File: src/rtl/vram_arbiter.sv
// Two-port VRAM arbiter: port A (display engine) has priority over port B; read data is routed back via an in-order tag FIFO.
// Optional anti-starvation guard for port B is enabled by defining VRAM_ARB_STARVE_GUARD_EN.
module vram_arbiter #(
    parameter int ADDR_W       = 14,
    parameter int DATA_W       = 8,
    parameter int TAG_DEPTH    = 4,
    parameter int STARVE_LIMIT = 8
) (
    input  logic              clk,
    input  logic              reset_n,
    input  logic [ADDR_W-1:0] a_address,
    input  logic              a_write,
    input  logic              a_valid,
    output logic              a_ready,
    input  logic [DATA_W-1:0] a_wdata,
    output logic [DATA_W-1:0] a_rdata,
    output logic              a_rdata_en,
    input  logic [ADDR_W-1:0] b_address,
    input  logic              b_write,
    input  logic              b_valid,
    output logic              b_ready,
    input  logic [DATA_W-1:0] b_wdata,
    output logic [DATA_W-1:0] b_rdata,
    output logic              b_rdata_en,
    output logic [ADDR_W-1:0] m_address,
    output logic              m_write,
    output logic              m_valid,
    output logic [DATA_W-1:0] m_wdata,
    input  logic              m_ready,
    input  logic [DATA_W-1:0] m_rdata,
    input  logic              m_rdata_en,
    output logic              tag_error
);

    localparam int PTR_W = $clog2(TAG_DEPTH);
    localparam int CNT_W = PTR_W + 1;

    localparam logic [0:0] GRANT_A = 1'b0;
    localparam logic [0:0] GRANT_B = 1'b1;

    // Handshake: a requester holds valid/address/write/wdata until ready; a transfer
    // occurs on every cycle with valid & ready, on both the requester and VRAM sides.

    logic [0:0]       sel;
    logic             lock_q;
    logic [0:0]       lock_sel_q;
    logic             g_valid;
    logic             force_b;
    logic             tag_full;
    logic             tag_empty;
    logic             push;
    logic             pop;
    logic             xfer;
    logic [TAG_DEPTH-1:0] tag_mem;
    logic [PTR_W-1:0] wr_ptr;
    logic [PTR_W-1:0] rd_ptr;
    logic [CNT_W-1:0] tag_cnt;

`ifdef VRAM_ARB_STARVE_GUARD_EN
    localparam int STV_W = $clog2(STARVE_LIMIT + 1);
    logic [STV_W-1:0] starve_cnt;

    assign force_b = !lock_q && b_valid && (starve_cnt == STV_W'(STARVE_LIMIT));

    always_ff @(posedge clk or negedge reset_n) begin
        if (!reset_n) begin
            starve_cnt <= '0;
        end else if (!b_valid || (xfer && sel == GRANT_B)) begin
            starve_cnt <= '0;
        end else if (xfer && starve_cnt != STV_W'(STARVE_LIMIT)) begin
            starve_cnt <= starve_cnt + 1'b1;
        end
    end
`else
    // Strict priority: B is never forced ahead of A.
    assign force_b = 1'b0 && (STARVE_LIMIT > 0);
`endif

    always_comb begin
        sel = GRANT_A;
        if (lock_q) begin
            sel = lock_sel_q;
        end else if (force_b) begin
            sel = GRANT_B;
        end else if (a_valid) begin
            sel = GRANT_A;
        end else if (b_valid) begin
            sel = GRANT_B;
        end
    end

    assign g_valid   = (sel == GRANT_B) ? b_valid   : a_valid;
    assign m_write   = (sel == GRANT_B) ? b_write   : a_write;
    assign m_address = (sel == GRANT_B) ? b_address : a_address;
    assign m_wdata   = (sel == GRANT_B) ? b_wdata   : a_wdata;

    assign tag_full  = (tag_cnt == CNT_W'(TAG_DEPTH));
    assign tag_empty = (tag_cnt == '0);

    // Reads wait while every tag slot is in use; writes carry no tag and always pass.
    assign m_valid = g_valid && !(!m_write && tag_full);
    assign xfer    = m_valid && m_ready;
    assign a_ready = xfer && (sel == GRANT_A);
    assign b_ready = xfer && (sel == GRANT_B);

    assign push = xfer && !m_write;
    assign pop  = m_rdata_en && !tag_empty;

    always_ff @(posedge clk or negedge reset_n) begin
        if (!reset_n) begin
            lock_q     <= 1'b0;
            lock_sel_q <= GRANT_A;
        end else if (m_valid && !m_ready) begin
            lock_q     <= 1'b1;
            lock_sel_q <= sel;
        end else if (xfer || !g_valid) begin
            lock_q     <= 1'b0;
        end
    end

    always_ff @(posedge clk) begin
        if (push) begin
            tag_mem[wr_ptr] <= sel;
        end
    end

    always_ff @(posedge clk or negedge reset_n) begin
        if (!reset_n) begin
            wr_ptr  <= '0;
            rd_ptr  <= '0;
            tag_cnt <= '0;
        end else begin
            if (push) begin
                wr_ptr <= wr_ptr + 1'b1;
            end
            if (pop) begin
                rd_ptr <= rd_ptr + 1'b1;
            end
            case ({push, pop})
                2'b10:   tag_cnt <= tag_cnt + 1'b1;
                2'b01:   tag_cnt <= tag_cnt - 1'b1;
                default: tag_cnt <= tag_cnt;
            endcase
        end
    end

    // Return data goes to the owner of the oldest outstanding tag; an untagged return is flagged.
    always_ff @(posedge clk or negedge reset_n) begin
        if (!reset_n) begin
            a_rdata    <= '0;
            b_rdata    <= '0;
            a_rdata_en <= 1'b0;
            b_rdata_en <= 1'b0;
            tag_error  <= 1'b0;
        end else begin
            a_rdata_en <= 1'b0;
            b_rdata_en <= 1'b0;
            if (m_rdata_en) begin
                if (tag_empty) begin
                    tag_error <= 1'b1;
                end else if (tag_mem[rd_ptr] == GRANT_B) begin
                    b_rdata    <= m_rdata;
                    b_rdata_en <= 1'b1;
                end else begin
                    a_rdata    <= m_rdata;
                    a_rdata_en <= 1'b1;
                end
            end
        end
    end

endmodule

File: config.mk
export PLATFORM = sky130hd
export DESIGN_NAME = vram_arbiter
export DESIGN_NICKNAME = d
export VERILOG_FILES = /design/src/rtl/vram_arbiter.sv
export SDC_FILE = /design/constraint.sdc
export NUM_CORES = 1
export LEC_CHECK = 0
export CAP_MARGIN = 15
export CORE_UTILIZATION = 37
export DETAILED_ROUTE_END_ITERATION = 10
export GPL_TIMING_DRIVEN = 0
export PLACE_DENSITY = 0.8
export SYNTH_ARGS = -nofsm -noshare
export SYNTH_HDL_FRONTEND = slang
export SYNTH_SLANG_ARGS = --single-unit
export TNS_END_PERCENT = 10
File: constraint.sdc
create_clock -name clk -period 2.95 [get_ports clk]
set_input_delay 0.295 -clock clk [delete_from_list [all_inputs] [get_ports clk]]
set_output_delay 0.295 -clock clk [all_outputs]
set_load 0.05 [all_outputs]
==> out/summary.txt, run 1 <==
Total track usage: 0.179
Core area: 4440 um^2
Port Buf Inserts: 104
PwrDens: 1010 nW/um^2
Die Span Y: 70.6 um
Mux cell area share after synthesis: 0.143
Clock Pin Slew Worst Setup and Hold Paths: 0.06 ns
Fin crit share: 0.952
DR pass1 iterations: 7
Vias in the first global route: 1703
Busiest layer in global routing: met2
Worst R2R Setup Slack: 0.53 ns
Antenna viol nets, final: 0
Root Buffer: clkbuf_8
WS Path Type: in -> out
Drt via density: 4.67
Routability cong.: 0.829
Post-Synth Simple-Gate Area: 0.209
PostCTS Resize Cnt: 19
Drt first-iter violations: 45
GR Util met2: 0.316
Area delta synth->final: 69.0%
Post-Synth XOR/XNOR Area: 0.0302
Starting Density: 0.391
IR drop worst, VDD: 0.425 mV
Achievable Freq: 0.356 GHz
Hold_ws: 0.325 ns
NumNets Final: 356
Area share of the largest cell type after synthesis: 0.403
Crit path time final: 2.81 ns
FF+latch count, synth: 32
Aggregate global routing overflow: 0
Clock Latency Late Sink: 0.28 ns
Synthesized net count: 244
Slew HR: 0.653
Setup crit start kind: primary input
Max Slew Vio Count: 0
Longest Clk Path Bufs: 2
DP Wirelength: 3.22 mm
Sequential fraction of the synthesis area: 0.472
Grt met1 use: 0.209
Met3 usage in global routing: 0.0570
Residual DRC count: 13
Via count: 1598
Number of max-cap violations: 0
CP arrival: 2.51 ns
WL per Instance: 11.6 um
Fill cells: 381
Setup crit start: b_valid
Compound-cell area share of the yosys netlist: 0.0460
Initial antenna violation count: 0
LEAKAGE: 0.00140 uW
Setup Skew: 0.00400 ns
CTS tree: yes
Worst-Margin Slew: 0.518 ns
HP Class: in -> async
Synthesized area per cell: 9.77 um^2
Die Wd: 70.6 um
Final setup vio count: 0
Hold Fails Final Rpt: 0
I/O Pins: 105
Die Footprint: 4980 um^2
Crit path capture: m_valid
FF-to-FF Start: lock_q
Num CTS Buffers: 5
Postcts setup bufs: 0
Max FO, Critical Path: 5
Ant. Diodes: 0
Cells after Synth: 178
Largest net degree at the start of global routing: 21
CTS hold repair buffers: 0
Adder-cell area share of the yosys netlist: 0.0475
RSZ-0062 raised after global routing: no
Layout cell share with drive strength beyond 1: 0.131
Drt total wl: 3.97 mm
Violated checks: design-rule violations
FF-to-FF path depth: 9
FP Rows: 24
Synth warn: 0
Ranking of synthesized cells by area: dfrtp_1 (40%), nand2_1 (15%), mux2_2 (11%), edfxtp_1 (6.9%), ha_1 (3.6%)
Area leader, netlist: dfrtp_1
Design Power: 2960 uW
Status: complete, but fails checks
FF-to-FF End: tag_cnt[2]
Clk sinks: 32
First-pass GRT wire length: 7.11 mm
H-Tree Depth: 2
Critical Path RT: 2.65 ns
Area of the mapped netlist: 1740 um^2
Largest family of logic cells by synthesized area: simple AND/OR/NAND/NOR gates
Setup crit end kind: primary output
Netlist cell types: 33
[Yosys cell counts]
library cell and count:
and2_1 1, ha_1 5, mux2_2 17, nand2_1 69, a21oi_1 2, o21ai_0 1, a211oi_1 1, mux4_2 1
nor2_1 6, buf_2 2, clkbuf_1 2, o2111ai_4 1, nand4_1 1, mux2i_1 2, a21o_1 2, a21bo_2 1
buf_6 1, and2_4 1, inv_1 12, fa_1 1, xnor2_1 4, clkinv_8 1, mux2_4 1, or3b_4 1
nor2_4 1, dfrtp_1 28, nor3_1 1, or3b_2 1, nand2b_1 2, a31oi_1 1, edfxtp_1 4, and3_1 2
xor2_1 2
[placed cells by master (no fill, tap or decap), drive strengths merged]
| master | n |
|---|---|
| a21o | 2 |
| nor2 | 7 |
| a211oi | 1 |
| nand2b | 2 |
| o21ai | 1 |
| ha | 5 |
| dfrtp | 28 |
| dlymetal6s2s | 2 |
| mux2i | 2 |
| inv | 12 |
| o2111ai | 1 |
| and2 | 2 |
| mux4 | 1 |
| edfxtp | 4 |
| buf | 4 |
| clkdlybuf4s50 | 83 |
| and3 | 2 |
| clkbuf | 9 |
| a31oi | 1 |
| nor3 | 1 |
| a21bo | 1 |
| fa | 1 |
| dlygate4sd2 | 19 |
| xor2 | 2 |
| a21oi | 2 |
| xnor2 | 4 |
| clkinv | 1 |
| or3b | 2 |
| nand4 | 1 |
| mux2 | 18 |
| nand2 | 69 |
[worst min path at each step]
stage	depth (start not counted)	to	start
final	1	a_rdata[7]	reset_n
after global routing	1	a_rdata[7]	reset_n
after CTS	1	a_rdata[7]	reset_n
after detailed placement	1	tag_error	tag_error
after global placement	1	tag_error	tag_error
after floorplan	0	a_rdata[0]	reset_n
[metrics by stage]
stage,cells,utilization,instance area [um^2],setup WS [ns],setup TNS (ns)
after floorplan,178,-,1740,0.208,0
after global placement,334,0.640,2850,-0.0515,-0.469
after detailed placement,335,0.644,2860,-0.0667,-0.693
after CTS,342,0.660,2930,0.00909,0
after global routing,342,0.661,2940,0.0394,0
final,342,0.661,2940,0.143,0
[logic make-up after synthesis]
| group | Yosys count |
|---|---|
| multiplexers | 21 |
| AND/OR/NAND/NOR | 86 |
| buffers and inverters | 18 |
| AO/OA/AOI/OAI | 9 |
| adder cells (fa/ha/maj) | 6 |
| XOR/XNOR | 6 |
| flip-flops | 32 |
[registers in the layout, summed over array words and instances, names as in the netlist]
name,count
tag_mem,4
b_rdata_en,1
rd_ptr,2
wr_ptr,2
b_rdata,8
tag_error,1
lock_q,1
lock_sel_q,1
a_rdata_en,1
a_rdata,8
tag_cnt,3
[per-layer routing]
layer	share of wire	vias to the layer above
li1	-	792
met1	0.40	720
met2	0.50	83
met3	0.094	3
met4	0.0088	0
met5	0	-
[layout make-up]
class                      count  area (um^2)  area share
sequential                    32          821       0.279
multi-input combinational    128          828       0.282
buffer                         5         30.0      0.0102
timing repair buffer         105         1040       0.353
clock buffer                   7         96.3      0.0328
inverter                      13         61.3      0.0209
tap                           52         65.1      0.0221
[where the power goes]
| group | total [uW] | switching, uW | internal, uW |
|---|---|---|---|
| registers | 774 | 125 | 649 |
| clock network | 349 | 142 | 207 |
| logic | 1840 | 1150 | 688 |
| total | 2960 | 1420 | 1540 |
[critical path: stages]
cell and delay, ns:
clkdlybuf4s50_1 0.50, or3b_4 0.40, a21bo_2 0.25, a21oi_1 0.22, clkdlybuf4s50_1 0.85
No activity file was read; power rests on OpenSTA's default activity.
==> inputs of run 2 (changes only) <==
--- a/config.mk
+++ b/config.mk
@@ -6,10 +6,10 @@
 export NUM_CORES = 1
 export LEC_CHECK = 0
 export CAP_MARGIN = 15
-export CORE_UTILIZATION = 37
+export CORE_UTILIZATION = 30
 export DETAILED_ROUTE_END_ITERATION = 10
 export GPL_TIMING_DRIVEN = 0
-export PLACE_DENSITY = 0.8
+export PLACE_DENSITY = 0.67
 export SYNTH_ARGS = -nofsm -noshare
 export SYNTH_HDL_FRONTEND = slang
 export SYNTH_SLANG_ARGS = --single-unit
==> run 2 against run 1 <==
  * The flow now finishes without violations
  * Combinational power about the same
  * Non-clock buffer count unchanged
  * Register-to-register slack about the same
  * Clock power down 5%
  * Setup slack better by 0.019 ns
  * Die area up 23%
  * Wire length up 0.25%
  * Sequential power about the same
  * Via count up 1.6%
  * First-iteration DRC count down 16%
  * Sequential cell count unchanged
==> out/summary.txt, run 2 (same netlist as run 1, synthesis figures left out) <==
Drt first-iter violations: 38 (was 45)
Port Buf Inserts: 104 (unchanged)
Max Slew Vio Count: 0 (unchanged)
NumNets Final: 356 (unchanged)
Clock Latency Late Sink: 0.28 ns (about the same)
Worst-Margin Slew: 0.741 ns (was 0.518 ns)
LEAKAGE: 0.00140 uW (about the same)
Critical path's most frequent cell: clkdlybuf4s50_1 (unchanged)
Final setup vio count: 0 (unchanged)
Longest Clk Path Bufs: 2 (unchanged)
Largest regs: a_rdata x8, b_rdata x8, tag_mem x4 (unchanged)
Crit path time final: 2.79 ns (was 2.81 ns)
H-Tree Depth: 2 (unchanged)
Slew HR: 0.504 (was 0.653)
Ant. Diodes: 0 (unchanged)
PostCTS Resize Cnt: 19 (unchanged)
Setup crit start kind: primary input (unchanged)
CTS tree: yes (unchanged)
Design Power: 2930 uW (was 2960 uW)
Worst R2R Setup Slack: 0.53 ns (about the same)
WP depth: 5 (unchanged)
Residual DRC count: 0 (was 13)
Pre-CTS WS: -0.0903 ns (was -0.0667 ns)
Antenna viol nets, final: 0 (unchanged)
Fill cells: 535 (was 381)
PwrDens: 989 nW/um^2 (was 1010 nW/um^2)
Die Wd: 78.1 um (was 70.6 um)
Root Buffer: clkbuf_8 (unchanged)
Achievable Freq: 0.359 GHz (was 0.356 GHz)
Num CTS Buffers: 5 (unchanged)
Clock Pin Slew Worst Setup and Hold Paths: 0.06 ns (about the same)
Total track usage: 0.146 (was 0.179)
Drt via density: 4.47 (was 4.67)
CTS hold repair buffers: 0 (unchanged)
Die Footprint: 6110 um^2 (was 4980 um^2)
FF-to-FF path depth: 9 (unchanged)
Via count: 1624 (was 1598)
Layout cell share with drive strength beyond 1: 0.124 (was 0.131)
Largest net degree at the start of global routing: 17 (was 21)
Final Non-Filler Cells: 363 (was 342)
Setup crit end kind: primary output (unchanged)
Setup Skew: 0.00339 ns (was 0.00400 ns)
CP Buf/Inv Count: 2 (unchanged)
Postcts setup bufs: 0 (unchanged)
First-pass GRT wire length: 7.02 mm (was 7.11 mm)
Worst Hold Depth: 1
Clk sinks: 32 (unchanged)
Commonest non-fill, non-tap cell in the layout: clkdlybuf4s50_1 (unchanged)
Area of the multi-input gates: 828 um^2 (unchanged)
Hold Fails Final Rpt: 0 (unchanged)
WS Path Type: in -> out (unchanged)
Status: finished, final reports clean (was complete, but fails checks)
RSZ-0062 raised after global routing: no (unchanged)
HP Class: reg -> reg (was in -> async)
Critical Path RT: 2.65 ns (about the same)
Number of max-cap violations: 0 (unchanged)
CP arrival: 2.49 ns (was 2.51 ns)
Fin crit share: 0.945 (was 0.952)
Vias in the first global route: 1660 (was 1703)
I/O Pins: 105 (unchanged)
Starting Density: 0.314 (was 0.391)
Initial antenna violation count: 0 (unchanged)
Fin util: 0.534 (was 0.661)
FP Rows: 27 (was 24)
Drt total wl: 3.98 mm (was 3.97 mm)
CP peak stage delay: 0.85 ns (about the same)
DR pass1 iterations: 4 (was 7)
DP Cell Count: 355 (was 335)
Most frequent cells in the layout: clkdlybuf4s50_1 (82), nand2_1 (69), dfrtp_1 (28), dlygate4sd2_1 (19), mux2_2 (17) (was clkdlybuf4s50_1 (83), nand2_1 (69), dfrtp_1 (28), dlygate4sd2_1 (19), mux2_2 (17))
DP Wirelength: 3.25 mm (was 3.22 mm)
Register Area: 821 um^2 (unchanged)
Core area: 5540 um^2 (was 4440 um^2)
Worst hold start: tag_error
Aggregate global routing overflow: 0 (unchanged)
Die Span Y: 78.1 um (was 70.6 um)
Routability cong.: 0.699 (was 0.829)
Max FO, Critical Path: 5 (unchanged)
FF-to-FF Start: lock_q (unchanged)
Cell breakdown of the critical path: clkdlybuf4s50_1 > or3b_4 > a21bo_2 > a21oi_1 > clkdlybuf4s50_1 (unchanged)
Crit-path slowest cell: clkdlybuf4s50_1 (unchanged)
CP delay by family, top: buffers and inverters (unchanged)
Setup crit start: b_valid (unchanged)
WL per Instance: 11.0 um (was 11.6 um)
Setup WS post-layout: 0.161 ns (was 0.143 ns)
IR drop worst, VDD: 0.585 mV (was 0.425 mV)
Area delta synth->final: 70.1% (was 69.0%)
## run 2: power by group
part / internal, uW / switching, uW / leakage, uW
Clock: 190 / 142 / 0.0000455
Sequential: 649 / 124 / 0.000368
Combinational: 685 / 1140 / 0.000991
## run 2: cell type report
| cell class | count | area share |
|---|---|---|
| repair buffers | 105 | 0.351 |
| multi-input cells | 128 | 0.280 |
| flip-flops and latches | 32 | 0.277 |
| clock buffers | 8 | 0.0304 |
| well taps | 72 | 0.0304 |
| inverters | 13 | 0.0207 |
| plain buffers | 5 | 0.00973 |
## run 2: worst paths after layout
check / end
setup / recovery: m_valid
max in group asynchronous: b_rdata[4]
hold / removal: tag_error
hold reg to reg: tag_error
min in group asynchronous: wr_ptr[1]
setup reg to reg: tag_cnt[2]
## run 2: routing by layer
metal  GRT usage  up-vias  wire length, um
met2       0.246       87             1860
met3      0.0477        6              375
li1            -      795                -
met5           0        -                0
met4      0.0611        0               70
met1       0.171      736             1680
## run 2: stage by stage
step	instance area [um^2]	hold slack, ns	setup TNS [ns]
2_1_floorplan	1740	-0.000591	0
3_3_place_gp	2870	0.441	-0.742
3_5_place_dp	2890	0.449	-0.784
4_1_cts	2950	0.461	0
5_1_grt	2960	0.482	0
6_report	2960	0.454	0
==> inputs of run 3 (changes only) <==
--- a/config.mk
+++ b/config.mk
@@ -7,9 +7,10 @@
 export LEC_CHECK = 0
 export CAP_MARGIN = 15
 export CORE_UTILIZATION = 30
+export CTS_CLUSTER_DIAMETER = 50
 export DETAILED_ROUTE_END_ITERATION = 10
 export GPL_TIMING_DRIVEN = 0
-export PLACE_DENSITY = 0.67
+export PLACE_DENSITY_LB_ADDON = 0.12
 export SYNTH_ARGS = -nofsm -noshare
 export SYNTH_HDL_FRONTEND = slang
 export SYNTH_SLANG_ARGS = --single-unit
==> run 3 against run 2 <==
  * Cell count unchanged
  * Sequential power down 0.8%
  * First-iteration DRC count down 55%
  * Sequential share of layout area down 0.38 points
  * Sequential cell count unchanged
  * Non-clock buffer count unchanged
  * Largest cell class unchanged
  * Via count down 1.8%
  * Clock skew up 0.0013 ns
  * Global-route usage up 0.40 points
  * Register-to-register slack about the same
  * Total power up 3.9%
  * Utilization up 0.75 points
==> out/summary.txt, run 3 (same netlist as run 1, synthesis figures left out) <==
Longest Clk Path Bufs: 2 (unchanged)
Residual DRC count: 0 (unchanged)
Grt met1 use: 0.178 (was 0.171)
Setup WS post-layout: 0.139 ns (was 0.161 ns)
Root Buffer: clkbuf_8 (unchanged)
CP delay by family, top: buffers and inverters (unchanged)
Crit-path slowest cell: clkdlybuf4s50_1 (unchanged)
Clock Pin Slew Worst Setup and Hold Paths: 0.06 ns (about the same)
Busiest layer in global routing: met2 (unchanged)
CP arrival: 2.52 ns (was 2.49 ns)
Pre-CTS WS: -0.0735 ns (was -0.0903 ns)
Cell breakdown of the critical path: clkdlybuf4s50_1 > or3b_4 > a21bo_2 > a21oi_1 > clkdlybuf4s50_1 (unchanged)
First-pass GRT wire length: 7.15 mm (was 7.02 mm)
WS Path Type: in -> out (unchanged)
Worst-Margin Slew: 0.562 ns (was 0.741 ns)
Die Footprint: 6110 um^2 (unchanged)
Critical Path RT: 2.65 ns (about the same)
I/O Pins: 105 (unchanged)
Setup Skew: 0.00473 ns (was 0.00339 ns)
Max Slew Vio Count: 0 (unchanged)
RSZ-0062 raised after global routing: no (unchanged)
Total track usage: 0.150 (was 0.146)
Hold_ws: 0.377 ns (was 0.454 ns)
Slew HR: 0.624 (was 0.504)
Met3 usage in global routing: 0.0651 (was 0.0477)
Die Span Y: 78.1 um (unchanged)
Setup crit start kind: primary input (unchanged)
Core area: 5540 um^2 (unchanged)
Antenna viol nets, final: 0 (unchanged)
CP peak stage delay: 0.85 ns (about the same)
Area delta synth->final: 72.5% (was 70.1%)
Initial antenna violation count: 0 (unchanged)
NumNets Final: 356 (unchanged)
Vias in the first global route: 1664 (was 1660)
Drt first-iter violations: 17 (was 38)
Setup crit end kind: primary output (unchanged)
FP Rows: 27 (unchanged)
Hold Fails Final Rpt: 0 (unchanged)
Area of the multi-input gates: 828 um^2 (unchanged)
Drt via density: 4.39 (was 4.47)
Starting Density: 0.314 (unchanged)
Fin crit share: 0.953 (was 0.945)
Layout cell share with drive strength beyond 1: 0.131 (was 0.124)
Aggregate global routing overflow: 0 (unchanged)
Num CTS Buffers: 5 (unchanged)
CP Buf/Inv Count: 2 (unchanged)
Ant. Diodes: 0 (unchanged)
Commonest non-fill, non-tap cell in the layout: clkdlybuf4s50_1 (unchanged)
H-Tree Depth: 2 (unchanged)
Register Area: 821 um^2 (unchanged)
Port Buf Inserts: 104 (unchanged)
Fin util: 0.542 (was 0.534)
PwrDens: 1010 nW/um^2 (was 989 nW/um^2)
LEAKAGE: 0.00140 uW (about the same)
Fill cells: 524 (was 535)
Critical path's most frequent cell: clkdlybuf4s50_1 (unchanged)
Number of max-cap violations: 0 (unchanged)
Status: finished, final reports clean (unchanged)
Largest regs: a_rdata x8, b_rdata x8, tag_mem x4 (unchanged)
Max FO, Critical Path: 5 (unchanged)
GR Util met2: 0.232 (was 0.246)
Final setup vio count: 0 (unchanged)
IR drop worst, VDD: 0.542 mV (was 0.585 mV)
CTS tree: yes (unchanged)
Most frequent cells in the layout: clkdlybuf4s50_1 (82), nand2_1 (69), dfrtp_1 (28), dlygate4sd2_1 (21), mux2_2 (17) (was clkdlybuf4s50_1 (82), nand2_1 (69), dfrtp_1 (28), dlygate4sd2_1 (19), mux2_2 (17))
Routability cong.: 0.752 (was 0.699)
HP Class: in -> async (was reg -> reg)
Crit path time final: 2.81 ns (was 2.79 ns)
Via count: 1595 (was 1624)
Drt total wl: 4.11 mm (was 3.98 mm)
DR pass1 iterations: 4 (unchanged)
Setup TNS: 0 ns (unchanged)
WL per Instance: 11.3 um (was 11.0 um)
Largest net degree at the start of global routing: 20 (was 17)
Clk sinks: 32 (unchanged)
Final Non-Filler Cells: 363 (unchanged)
Die Wd: 78.1 um (unchanged)
DP Wirelength: 3.37 mm (was 3.25 mm)
DP Cell Count: 355 (unchanged)
Achievable Freq: 0.356 GHz (was 0.359 GHz)
Clock Latency Late Sink: 0.28 ns (about the same)
## run 3: power by group
group | switching (uW) | leakage (uW) | internal [uW]
sequential | 118 | 0.000368 | 649
combinational | 1140 | 0.000972 | 685
clock | 148 | 0.0000645 | 298
## run 3: path summary, 6_finish.rpt
path	from	endpoint	slack [ns]	cells after the start
min	reset_n	b_rdata_en	0.38	1
min in group clk	tag_error	tag_error	0.47	1
max in group asynchronous	reset_n	tag_cnt[0]	2.09	2
min reg2reg	tag_error	tag_error	0.47	1
max reg2reg	lock_q	tag_cnt[2]	0.54	9
max	b_valid	m_valid	0.14	5
## run 3: layer usage
layer,up-vias,share of wire
li1,795,-
met1,699,0.41
met2,90,0.44
met3,11,0.13
met4,0,0.027
met5,-,0
## run 3: area by class of cell
type	instances	share of cell area
clock buffer	7	0.0321
buffer	5	0.00959
clock inverter	1	0.0100
tap	72	0.0300
inverter	13	0.0204
sequential	32	0.274
timing repair buffer	105	0.348
multi-input combinational	128	0.276
## run 3: timing repair
action                                  CTS  global route
gates resized for setup                  21             1
hold endpoints to repair                  0             0
endpoints found under the setup margin   21             1
buffers inserted                          0             0
hold buffers                              0             0
## run 3: stage by stage
| stage | total power, uW | instance area, um^2 |
|---|---|---|
| final | 3040 | 3000 |
| after global routing | 3220 | 3000 |
| after CTS | 3080 | 3000 |
| after detailed placement | 2670 | 2900 |
| after global placement | 2650 | 2870 |
| after floorplan | 2050 | 1740 |
## run 3: worst register-to-register path: stages, from the launching register on
cell and delay, ns:
dfrtp_1 0.42, or3b_4 0.42, a21bo_2 0.25, o2111ai_4 0.18
ha_1 0.24, inv_1 0.06, fa_1 0.37, xor2_1 0.15
nor2_1 0.11, xor2_1 0.14
